### config.mk
export PLATFORM = sky130hd
export DESIGN_NAME = imm_gen_pipe
export DESIGN_NICKNAME = d
export VERILOG_FILES = /design/src/rtl/imm_gen_pipe.sv
export SDC_FILE = /design/constraint.sdc
export NUM_CORES = 1
export LEC_CHECK = 0
export CORE_AREA = 2 2 121 123
export CTS_BUF_LIST = sky130_fd_sc_hd__clkbuf_8 sky130_fd_sc_hd__clkbuf_16
export DETAILED_ROUTE_END_ITERATION = 8
export DIE_AREA = 0 0 123 125
export DONT_BUFFER_PORTS = 1
export GPL_ROUTABILITY_DRIVEN = 0
export HOLD_SLACK_MARGIN = 0.12
export PLACE_DENSITY_LB_ADDON = 0.1
export SKIP_LAST_GASP = 1
export SYNTH_ARGS = -nofsm -noshare
export SYNTH_HDL_FRONTEND = slang
export SYNTH_SLANG_ARGS = --single-unit
### constraint.sdc
create_clock -name i_clk -period 3.5 [get_ports i_clk]
set_input_delay 0.875 -clock i_clk [delete_from_list [all_inputs] [get_ports i_clk]]
set_output_delay 0.875 -clock i_clk [all_outputs]
set_load 0.005 [all_outputs]
### src/rtl/imm_gen_pipe.sv
// Pipelined RISC-V immediate generator: decodes I/S/B/U/J/Z immediates to XLEN bits and
// carries them through STAGES valid/ready register slices with backpressure and flush.
module imm_gen_pipe #(
    parameter int unsigned XLEN     = 32,
    parameter int unsigned STAGES   = 2,
    parameter bit          AUTO_SEL = 1'b0
) (
    input  logic            i_clk,
    input  logic            i_rst_n,
    input  logic            i_flush,
    input  logic            i_valid,
    output logic            o_ready,
    input  logic [31:0]     i_inst,
    input  logic [2:0]      i_imm_sel,
    output logic            o_valid,
    input  logic            i_ready,
    output logic [XLEN-1:0] o_imm,
    output logic [2:0]      o_sel,
    output logic            o_err
);

    localparam logic [2:0] SelI   = 3'd0;
    localparam logic [2:0] SelS   = 3'd1;
    localparam logic [2:0] SelB   = 3'd2;
    localparam logic [2:0] SelU   = 3'd3;
    localparam logic [2:0] SelJ   = 3'd4;
    localparam logic [2:0] SelZ   = 3'd5;
    localparam logic [2:0] SelBad = 3'd7;

    localparam logic [6:0] OpImm    = 7'b0010011;
    localparam logic [6:0] OpLoad   = 7'b0000011;
    localparam logic [6:0] OpJalr   = 7'b1100111;
    localparam logic [6:0] OpSystem = 7'b1110011;
    localparam logic [6:0] OpStore  = 7'b0100011;
    localparam logic [6:0] OpBranch = 7'b1100011;
    localparam logic [6:0] OpLui    = 7'b0110111;
    localparam logic [6:0] OpAuipc  = 7'b0010111;
    localparam logic [6:0] OpJal    = 7'b1101111;

    logic [2:0]      auto_sel;
    logic [2:0]      dec_sel;
    logic            dec_err;
    logic [31:0]     imm32;
    logic [XLEN-1:0] dec_imm;

    // Opcode-based format decode, only selected when AUTO_SEL is set.
    always_comb begin
        auto_sel = SelBad;
        case (i_inst[6:0])
            OpImm, OpLoad, OpJalr: auto_sel = SelI;
            OpSystem:              auto_sel = i_inst[14] ? SelZ : SelI;
            OpStore:               auto_sel = SelS;
            OpBranch:              auto_sel = SelB;
            OpLui, OpAuipc:        auto_sel = SelU;
            OpJal:                 auto_sel = SelJ;
            default:               auto_sel = SelBad;
        endcase
    end

    always_comb begin
        dec_sel = AUTO_SEL ? auto_sel : i_imm_sel;
        dec_err = 1'b0;
        imm32   = '0;
        case (dec_sel)
            SelI: imm32 = {{20{i_inst[31]}}, i_inst[31:20]};
            SelS: imm32 = {{20{i_inst[31]}}, i_inst[31:25], i_inst[11:7]};
            SelB: imm32 = {{19{i_inst[31]}}, i_inst[31], i_inst[7], i_inst[30:25],
                           i_inst[11:8], 1'b0};
            SelU: imm32 = {i_inst[31:12], 12'b0};
            SelJ: imm32 = {{11{i_inst[31]}}, i_inst[31], i_inst[19:12], i_inst[20],
                           i_inst[30:21], 1'b0};
            SelZ: imm32 = {27'b0, i_inst[19:15]};
            default: dec_err = 1'b1;
        endcase
    end

    // Every 32-bit form is already sign-correct at bit 31 (Z and reserved have it clear).
    if (XLEN == 64) begin : g_xlen64
        assign dec_imm = {{32{imm32[31]}}, imm32};
    end else begin : g_xlen32
        assign dec_imm = imm32;
    end

    logic [STAGES-1:0] v_q;
    logic [STAGES-1:0] load;
    logic [STAGES-1:0] in_v;
    logic [XLEN-1:0]   in_imm [STAGES];
    logic [2:0]        in_sel [STAGES];
    logic              in_err [STAGES];
    logic [XLEN-1:0]   imm_q  [STAGES];
    logic [2:0]        sel_q  [STAGES];
    logic              err_q  [STAGES];

    // Stage k can load if downstream is ready or any stage from k to the output is empty;
    // this is the unrolled form of the ready chain, so there is no bubble.
    for (genvar k = 0; k < STAGES; k++) begin : g_load
        assign load[k] = i_ready | ~(&v_q[STAGES-1:k]);
    end

    always_comb begin
        in_v[0]   = i_valid;
        in_imm[0] = dec_imm;
        in_sel[0] = dec_sel;
        in_err[0] = dec_err;
        for (int k = 1; k < STAGES; k++) begin
            in_v[k]   = v_q[k-1];
            in_imm[k] = imm_q[k-1];
            in_sel[k] = sel_q[k-1];
            in_err[k] = err_q[k-1];
        end
    end

    always_ff @(posedge i_clk or negedge i_rst_n) begin
        if (!i_rst_n) begin
            v_q <= '0;
            for (int k = 0; k < STAGES; k++) begin
                imm_q[k] <= '0;
                sel_q[k] <= '0;
                err_q[k] <= 1'b0;
            end
        end else begin
            for (int k = 0; k < STAGES; k++) begin
                if (i_flush) begin
                    v_q[k] <= 1'b0;
                end else if (load[k]) begin
                    v_q[k] <= in_v[k];
                end
                // Data only moves with a real entry; flushed data is harmless.
                if (load[k] && in_v[k]) begin
                    imm_q[k] <= in_imm[k];
                    sel_q[k] <= in_sel[k];
                    err_q[k] <= in_err[k];
                end
            end
        end
    end

    assign o_ready = load[0];
    assign o_valid = v_q[STAGES-1];
    assign o_imm   = imm_q[STAGES-1];
    assign o_sel   = sel_q[STAGES-1];
    assign o_err   = err_q[STAGES-1];

endmodule

# --- Word-level counts from Yosys, hierarchy flattened ---
# Cells that the tools add are included.
classes:
  muxes: 6
  shift: 0
  reduce_logical: 7
  mul: 0
  n_eq_ne: 5
  n_lt_le_gt_ge: 0
  div_mod_pow: 0
  bitwise_logic: 4
  add_sub_neg: 0
op_table:
  columns: ["cell", "n"]
  rows:
  - ["32-bit case mux with 6 select lines", 1]
  - ["3-bit by 2-bit equality test with 1-bit output, second input constant", 2]
  - ["3-bit equality test, second input constant", 2]
  - ["6-bit OR reduction", 1]
  - ["1-bit two-way mux", 5]
  - ["2-bit nonzero test", 2]
  - ["3-bit by 1-bit equality test with 1-bit output, second input constant", 1]
  - ["3-bit zero test", 1]
  - ["1-bit logical AND", 2]
  - ["1-bit NOT", 2]
  - ["1-bit OR", 2]
  - ["2-bit AND reduction", 1]
totals:
  output_inout_bits: 38
  input_bits: 40
  ramBits: 0
  latch_bits: 0
  mem_bits_ro: 0
  reg_bits: 74
  elab_cells: 30
  n_memories: 0

# --- Logic depth before layout (Yosys ltp) ---
# Gate-level depths: netlist of run 1.
depth:
  word_depth: 5
  depth_mapped: 6
  ltp_nobuf: 4

# --- Worst setup path after synthesis of run 1 ---
# OpenSTA, ideal clock, no wires.
synth_path:
  path_kind: "input -> output"
  startpoint: "input port i_ready"
  endpoint: "output port o_ready"
  required_ns: 2.625
  n_path_buf: 0
  arrival_time_ns: 1.026
  cell_stages: 1
  setup_slack_ns: 1.599
  path_cell_list: "nand3b_4"
synth_via:
  elab_chain_cells: 1
synth_rtl:
  columns: ["item", "line_no", "source"]
  rows:
  - ["start, declared", "16", "input logic i_ready,"]
  - ["1-bit OR", "97", "assign load[k] = i_ready | ~(&v_q[STAGES-1:k]);"]
  - ["end, declared", "12", "output logic o_ready,"]
# Every way passes these cells.

# --- Worst setup path in the final report of run 1 ---
layout_path:
  startpoint: "input port i_ready"
  endpoint: "register imm_q[52] (netlist name)"
layout_via:
  elab_chain_cells: 2
layout_rtl:
  columns: ["item", "line_no", "source"]
  rows:
  - ["1-bit OR", "97", null]
  - ["1-bit logical AND", "129", "if (load[k] && in_v[k]) begin"]
  - ["end signal, assigned by index", "130", "imm_q[k] <= in_imm[k];"]
  - ["end, declared", "90", "logic [XLEN-1:0] imm_q [STAGES];"]
# Every way passes these cells.
# A chain may end at the register's enable or synchronous reset.

==> results of run 1 <==
[routing by layer]
layer,GRT usage (%),vias up
li1,-,924
met1,14.05,993
met2,16.80,71
met3,5.474,12
met4,4.011,0
met5,0,-
[layout by cell type, fill, tap and decap left out]
master / synthesis / final
a21o_1: 1 / 1
a21oi_1: 22 / 22
a21oi_2: 1 / 1
a221oi_1: 4 / 4
a22o_1: 13 / 13
a311oi_1: 1 / 1
a31oi_1: 8 / 8
a32o_1: 1 / 1
and3b_1: 1 / 1
buf_4: 36 / 2
bufinv_16: 0 / 2
clkbuf_16: 0 / 9
clkinv_2: 0 / 2
clkinv_4: 0 / 1
dfrtp_1: 74 / 74
inv_1: 4 / 6
maj3_2: 1 / 1
mux2_1: 2 / 2
mux2_2: 36 / 36
mux2i_1: 1 / 1
nand2_1: 23 / 23
nand2_2: 1 / 1
nand3b_4: 1 / 1
nor2_1: 7 / 7
nor2b_1: 4 / 4
nor2b_2: 1 / 1
nor3b_1: 4 / 4
nor3b_2: 1 / 1
o21ai_0: 13 / 13
o21ai_1: 14 / 14
o21ai_4: 1 / 1
o31ai_1: 1 / 1
xnor2_1: 1 / 1
[report_power, final]
part | total, W | switching (W) | leakage, nW | internal, W
logic | 0.000185 | 0.0000811 | 0.472 | 0.000104
clock network | 0.000980 | 0.000363 | 0.162 | 0.000618
registers | 0.00105 | 0.0000820 | 0.960 | 0.000973
[worst paths after layout]
path,slack [ps],endpoint
worst max register to register,1610,imm_q[52]
worst min register to register,480,in_sel[0]
worst min-delay path,230,o_imm[7]
max in group asynchronous,3170,imm_q[43]
min in group i_clk,480,in_sel[0]
worst max-delay path,1490,imm_q[52]
[registers in the layout, indices dropped and copies added, names as in the netlist]
register / cells
o_sel: 3
o_imm: 32
imm_q: 32
err_q: 1
o_err: 1
v_q: 2
in_sel: 3
[logic make-up after synthesis]
group / after synthesis / synth area share, %
xor gates and xnor gates: 1 / 0.2555
buffers and inverters: 54 / 11.42
AOI/OAI and AO/OA: 80 / 14.67
and+or+nand+nor: 43 / 6.533
adders and majority gates: 1 / 0.3284
DFF: 74 / 54.01
muxes: 39 / 12.77
[per-stage QoR]
step	utilization, %	total power, W	instances
floorplan	-	0.001306	292
global placement	23.21	0.001262	428
detailed placement	23.21	0.001266	428
CTS	25.41	0.002266	444
global route	25.41	0.002333	444
finish	25.41	0.002220	444
[area by class of cell]
class	count	area (µm²)	area share (%)
tap	184	230.2	6.380
multi-input combinational	164	1185	32.84
clock buffer	9	225.2	6.241
timing repair buffer	2	15.01	0.4161
inverter	4	15.01	0.4161
clock inverter	7	86.33	2.393
sequential	74	1852	51.32
[synth_stat cells]
cell type,n
a21o_1,1
a21oi_1,22
a21oi_2,1
a221oi_1,4
a22o_1,13
a311oi_1,1
a31oi_1,8
a32o_1,1
and3b_1,1
buf_2,3
buf_4,36
buf_6,2
buf_8,3
clkbuf_1,5
clkbuf_2,1
dfrtp_1,74
inv_1,4
maj3_2,1
mux2_1,2
mux2_2,36
mux2i_1,1
nand2_1,23
nand2_2,1
nand3b_4,1
nor2_1,7
nor2b_1,4
nor2b_2,1
nor3b_1,4
nor3b_2,1
o21ai_0,13
o21ai_1,14
o21ai_4,1
o31ai_1,1
xnor2_1,1
==> impl_metrics.toml, run 1 <==
[detailed_routing]
vias_per_cell = 4.505
wire_per_inst_um = 18.46
dr.pass1.iters = 4
routed-via-count = 2000
wl_met3_um = 880
met2WireLength_um = 3866
drt_iter0_drc = 68
wl_met1_um = 3326
drc = 0
wl_um = 8198
ant_nets = 0
top_layer_used = "met4"

[worst_setup_path]
path_max_fanout = 25
critPathKind = "input pin to flop"
cp-startpoint = "i_ready"
cp_cell_sequence = "nand3b_4, nand2_2, a21o_1, o21ai_0"
worstPathArrival_ps = 2200
endpoint_kind = "flop"
cp_top_family = "compound AO/OA/AOI/OAI gates"
slowest_delay_ps = 530
worst-path-stages = 4
cpMaxStageDelayCell = "a21o_1"
startpoint_type = "input pin"
worstRegToRegCells = 4
worst-path-buf-inv = 0
r2r_start = "v_q[0]"
cp.required_ps = 3690

[floorplan]
num_rows = 44
dieArea_um2 = 15380
core_area_um2 = 14200
start_util_pct = 24.14
die_y_um = 125
ios = 78
fp.dieW_um = 123

[clocking]
cts_tree = "built"
clk_pin_slew_worst_paths_ps = 60
numCtsBuffers = 9
clk_path_buf_depth = 2
cts_sinks = 74
cts_resized = 0
post_cts_buffers = 0
ctsRootBufferMaster = "clkbuf_16"
htree_levels = 3
cts_hold_buf = 0
clk_latency_ps = 330

[logic_synthesis]
yosys.cell_types.count = 34
synthesis.area_um2 = 3428
ys_ff_latch = 74
syn_avg_cell_area_um2 = 11.74
seq_area_frac_synth_pct = 54.01
ys_warn_count = 0
syn_inst = 292
yosys-top-cells-area = "dfrtp_1 (54%), mux2_2 (12%), buf_4 (7.9%), a22o_1 (3.3%), a21oi_1 (3.2%)"
synthDominantCellAreaShare_pct = 54.01
synthesis.nets = 332
synth_top_area_cell = "dfrtp_1"

[sta]
setup_viol = 0
tns_ps = 0
timing.slew.headroom_pct = 39.87
final_hold_viol_count = 0
worstMarginPinSlew_ps = 898.6
skew_ps = 9.581
fin_ws_ps = 1489
period_share_pct = 57.44
rsz0062_at_grt = "no"
fin_crit_ps = 2011
fmax_mhz = 497.4
maxSlewViolCount = 0
whs_ps = 234.8

[global_routing]
antenna_found_initial = 0
grt_pass1_wl_um = 12780
grt_overflow = 0
first_global_vias = 2066
grt_max_degree = 75
grt_usage_pct = 11.25

[placed_design]
placed_area_um2 = 3297
dp_hpwl_um = 5416
place_ws_ps = 1077
io_buffers = 0

[power]
irDropWorstVdd_uv = 218.6
p_per_area_nw_per_um2 = 615.3
p_leak_nw = 1.594

[outcome]
status = "finished clean"

[layout]
syn2layout_area_growth_pct = 5.255
nFillCells = 1505
fin_nets = 295
post-route-cell-area_um2 = 3608
drive_gt1_share_pct = 22.69
num_antenna_cells = 0

[run]
cap_violations = 0

[min_path]
hp-class = "input pin to asynchronous set/reset pin"
Note: power is estimated with default switching activity, not from simulation.
==> run 2, diff against run 1 <==
clock period = 1.9 ns   (was 3.5 ns; I/O delays follow)
==> run 2 against run 1 <==
Compared with the run above:
- worst hold slack worse by 390 ps
- critical endpoint is now o_imm[28]
- highest routed layer unchanged
- first-iteration DRC count is 21% higher
- final cell count is 1.4% higher
- the flow now finishes with violations (hold timing)
- critical path type is now flop to flop
- combinational power is 94% higher
- sequential cell count stayed put
==> impl_metrics.toml, run 2 (same netlist as run 1, synthesis figures left out) <==
[worst_setup_path]
r2r_slack_ps = 430
reg2reg_to = "o_imm[28]"
worstPathArrival_ps = 1680
path_max_fanout = 36
r2r_start = "v_q[1]"
critPathKind = "flop to flop"
startpoint_type = "flop"
worstRegToRegCells = 4
cp.required_ps = 2110
endpoint_kind = "flop"

[outcome]
status = "complete, but fails checks"
violations = "hold timing"

[placed_design]
io_buffers = 0
place_ws_ps = 358.6
dp.cells = 434
dp_hpwl_um = 5609

[layout]
mostFrequentLayoutCells = "dfrtp_1 (74), mux2_2 (36), nand2_1 (23)"
syn2layout_area_growth_pct = 6.752
fin_util_pct = 25.77
fin_cells = 450
drive_gt1_share_pct = 25.19
fin_nets = 301
num_antenna_cells = 0
final_common_cell = "dfrtp_1"

[detailed_routing]
drt_iter0_drc = 82
wl_um = 8160
ant_nets = 0
routed-via-count = 2033
wire_per_inst_um = 18.13
drc = 0
vias_per_cell = 4.518
dr.pass1.iters = 4

[sta]
whs_ps = -159.0
fin_ws_ps = 429.1
period_share_pct = 77.42
maxSlewViolCount = 0
rsz0062_at_grt = "no"
skew_ps = 4.402
fin_crit_ps = 1471
worstMarginPinSlew_ps = 708.2
tns_ps = 0
setup_viol = 0
timing.slew.headroom_pct = 52.69
final_hold_viol_count = 74
fmax_mhz = 679.8

[floorplan]
start_util_pct = 24.14
ios = 78
dieArea_um2 = 15380
core_area_um2 = 14200
fp.dieW_um = 123
num_rows = 44
die_y_um = 125

[clocking]
clk_latency_ps = 330
clk_pin_slew_worst_paths_ps = 60
numCtsBuffers = 9
cts_sinks = 74
htree_levels = 3
cts_tree = "built"
post_cts_buffers = 0
ctsRootBufferMaster = "clkbuf_16"
cts_resized = 0
clk_path_buf_depth = 2

[power]
p_per_area_nw_per_um2 = 1094
irDropWorstVdd_uv = 348.6
p_leak_nw = 1.619

[global_routing]
grt_pass1_wl_um = 12570
first_global_vias = 2117
grt_usage_pct = 11.00
grt_overflow = 0
grt_max_degree = 75
antenna_found_initial = 0

[run]
cap_violations = 0

[min_path]
hp-class = "input pin to asynchronous set/reset pin"
## run 2: where the power goes
group	internal (W)	total, W	switching, W
clock network	0.00108	0.00170	0.000622
registers	0.00179	0.00194	0.000151
logic	0.000204	0.000358	0.000154
total	0.00308	0.00400	0.000927
## run 2: critical path: stages (launching register included)
cell and delay, ps:
dfrtp_1 450, inv_1 100, o21ai_4 170, buf_12 250
mux2_2 360
## run 2: per-layer routing
| layer | global-route usage, % | vias to the layer above | part of all wire [%] |
|---|---|---|---|
| met5 | 0 | - | 0 |
| met4 | 3.944 | 0 | 1.7 |
| met3 | 5.383 | 10 | 11 |
| met2 | 16.83 | 82 | 47 |
| met1 | 13.36 | 1008 | 40 |
| li1 | - | 933 | - |
## run 2: cell type report
cell class	count	area, µm²
Inverter	4	15.01
Tap cell	184	230.2
Sequential cell	74	1852
Timing Repair Buffer	8	72.57
Clock inverter	5	52.55
Multi-Input combinational cell	164	1185
Clock buffer	11	252.7
Fill cell	1517	10540
## run 2: worst max path at each step
| stage | from | end | slack, ps | depth (start not counted) |
|---|---|---|---|---|
| 2_1_floorplan | v_q[1] | o_imm[10] | 460 | 4 |
| 3_3_place_gp | i_ready | imm_q[45] | 350 | 4 |
| 3_5_place_dp | i_inst[31] | imm_q[43] | 360 | 4 |
| 4_1_cts | v_q[1] | o_imm[28] | 390 | 4 |
| 5_1_grt | v_q[1] | imm_q[51] | 320 | 4 |
| 6_report | v_q[1] | o_imm[28] | 430 | 4 |
## run 2: through the flow
step	power (W)	area (µm²)
after floorplan	0.002406	3428
after global placement	0.002340	3354
after detailed placement	0.002351	3354
after CTS	0.004109	3660
after global routing	0.004246	3660
final	0.004003	3660
==> run 3, diff against run 2 <==
clock period = 1.51 ns   (was 1.9 ns; I/O delays follow)
==> run 3 against run 2 <==
Compared with the run above:
- combinational power up 34%
- critical path depth down 1
- the run still ends with hold timing left
- sequential cell count did not move
- global-route usage is 0.38 points higher
- critical endpoint is now o_ready
- largest cell class unchanged
- routed wire length up 4.0%
- power rose by 30%
- first-iteration DRC count unchanged
==> impl_metrics.toml, run 3 (same netlist as run 1, synthesis figures left out) <==
[outcome]
status = "complete, but fails checks"
violations = "hold timing"

[sta]
tns_ps = 0
fin_crit_ps = 1453
maxSlewViolCount = 0
fmax_mhz = 688.4
timing.slew.headroom_pct = 56.09
setup_viol = 0
period_share_pct = 96.20
skew_ps = 5.826
final_hold_viol_count = 74
whs_ps = -259.7
rsz0062_at_grt = "no"
fin_ws_ps = 57.31
worstMarginPinSlew_ps = 657.4

[detailed_routing]
routed-via-count = 2072
vias_per_cell = 4.544
drc = 0
drt_iter0_drc = 82
ant_nets = 0
dr.pass1.iters = 4
wire_per_inst_um = 18.61
wl_um = 8488

[worst_setup_path]
r2r_start = "v_q[1]"
endpoint_kind = "primary output"
cp.required_ps = 1130
reg2reg_to = "imm_q[44]"
worstRegToRegCells = 6
cp-startpoint = "v_q[1]"
r2r_slack_ps = 110
startpoint_type = "flop"
worstPathArrival_ps = 1080
critPathKind = "flop to primary output"
critPathCapture = "o_ready"
path_max_fanout = 4

[run]
cap_violations = 0

[global_routing]
first_global_vias = 2270
grt_pass1_wl_um = 13070
antenna_found_initial = 0
grt_overflow = 0
grt_max_degree = 75
grt_usage_pct = 11.38

[clocking]
clk_path_buf_depth = 2
numCtsBuffers = 9
ctsRootBufferMaster = "clkbuf_16"
cts_hold_buf = 1
clk_pin_slew_worst_paths_ps = 60
cts_sinks = 74
clk_latency_ps = 330
htree_levels = 3
cts_tree = "built"

[layout]
fin_nets = 307
multiInputGateArea_um2 = 1186
final_common_cell = "dfrtp_1"
syn2layout_area_growth_pct = 9.489
num_antenna_cells = 0
regArea_um2 = 1852
drive_gt1_share_pct = 26.47
nFillCells = 1531
mostFrequentLayoutCells = "dfrtp_1 (74), mux2_2 (36), nand2_1 (23)"

[min_path]
hp-class = "input pin to asynchronous set/reset pin"

[floorplan]
ios = 78
num_rows = 44
start_util_pct = 24.14
core_area_um2 = 14200
die_y_um = 125
dieArea_um2 = 15380
fp.dieW_um = 123

[power]
p_per_area_nw_per_um2 = 1391
p_leak_nw = 1.669
irDropWorstVdd_uv = 502.2

[placed_design]
io_buffers = 0
dp_hpwl_um = 5546
place_ws_ps = 19.58
-- run 3: layout make-up --
type | instances | share of cell area [%]
sequential | 74 | 49.33
clock inverter | 6 | 2.167
timing repair buffer | 14 | 4.000
multi-input combinational | 164 | 31.60
clock buffer | 10 | 6.367
inverter | 4 | 0.4000
tap | 184 | 6.133
-- run 3: timing repair --
item,CTS,global route
endpoints found under the hold margin,76,74
resized for setup,0,1
setup buffers,0,1
endpoints found under the setup margin,0,31
-- run 3: power by group --
group | leakage, nW | internal [W] | switching (W)
Combinational | 0.549 | 0.000275 | 0.000204
Clock | 0.160 | 0.00148 | 0.000822
Sequential | 0.960 | 0.00225 | 0.000186
-- run 3: critical path: stages (launching register included) --
cell and delay [ps]:
dfrtp_1 400, buf_4 150, nand3b_4 70, buf_4 120
-- run 3: metrics by stage --
stage                     power (W)  area [µm²]  util, %  hold slack (ps)  std cells
final                      0.005222        3754    26.43           -259.7        456
after global routing       0.005495        3754    26.43           -288.5        456
after detailed placement   0.002964        3390    23.86            83.55        437
after global placement     0.002953        3390    23.86            83.73        437
after CTS                  0.005315        3720    26.19           -277.1        454
after floorplan            0.003028        3428        -            81.91        292
-- run 3: per-layer routing --
layer | vias up | track usage (%) | routed length [µm]
li1 | 942 | - | -
met1 | 1050 | 13.56 | 3582
met2 | 70 | 17.71 | 3953
met3 | 10 | 5.885 | 848
met4 | 0 | 3.610 | 104
met5 | - | 0 | 0
-- run 3: worst min-delay path by stage --
stage            start        to  slack (ps)  depth (start not counted)
6_report       i_rst_n  o_imm[7]        -260                          0
5_1_grt        i_rst_n  o_imm[7]        -290                          0
2_1_floorplan  i_rst_n  err_q[1]          80                          0
3_3_place_gp   i_rst_n  o_imm[7]          80                          0
4_1_cts        i_rst_n  o_imm[7]        -280                          0
3_5_place_dp   i_rst_n  o_imm[7]          80                          0
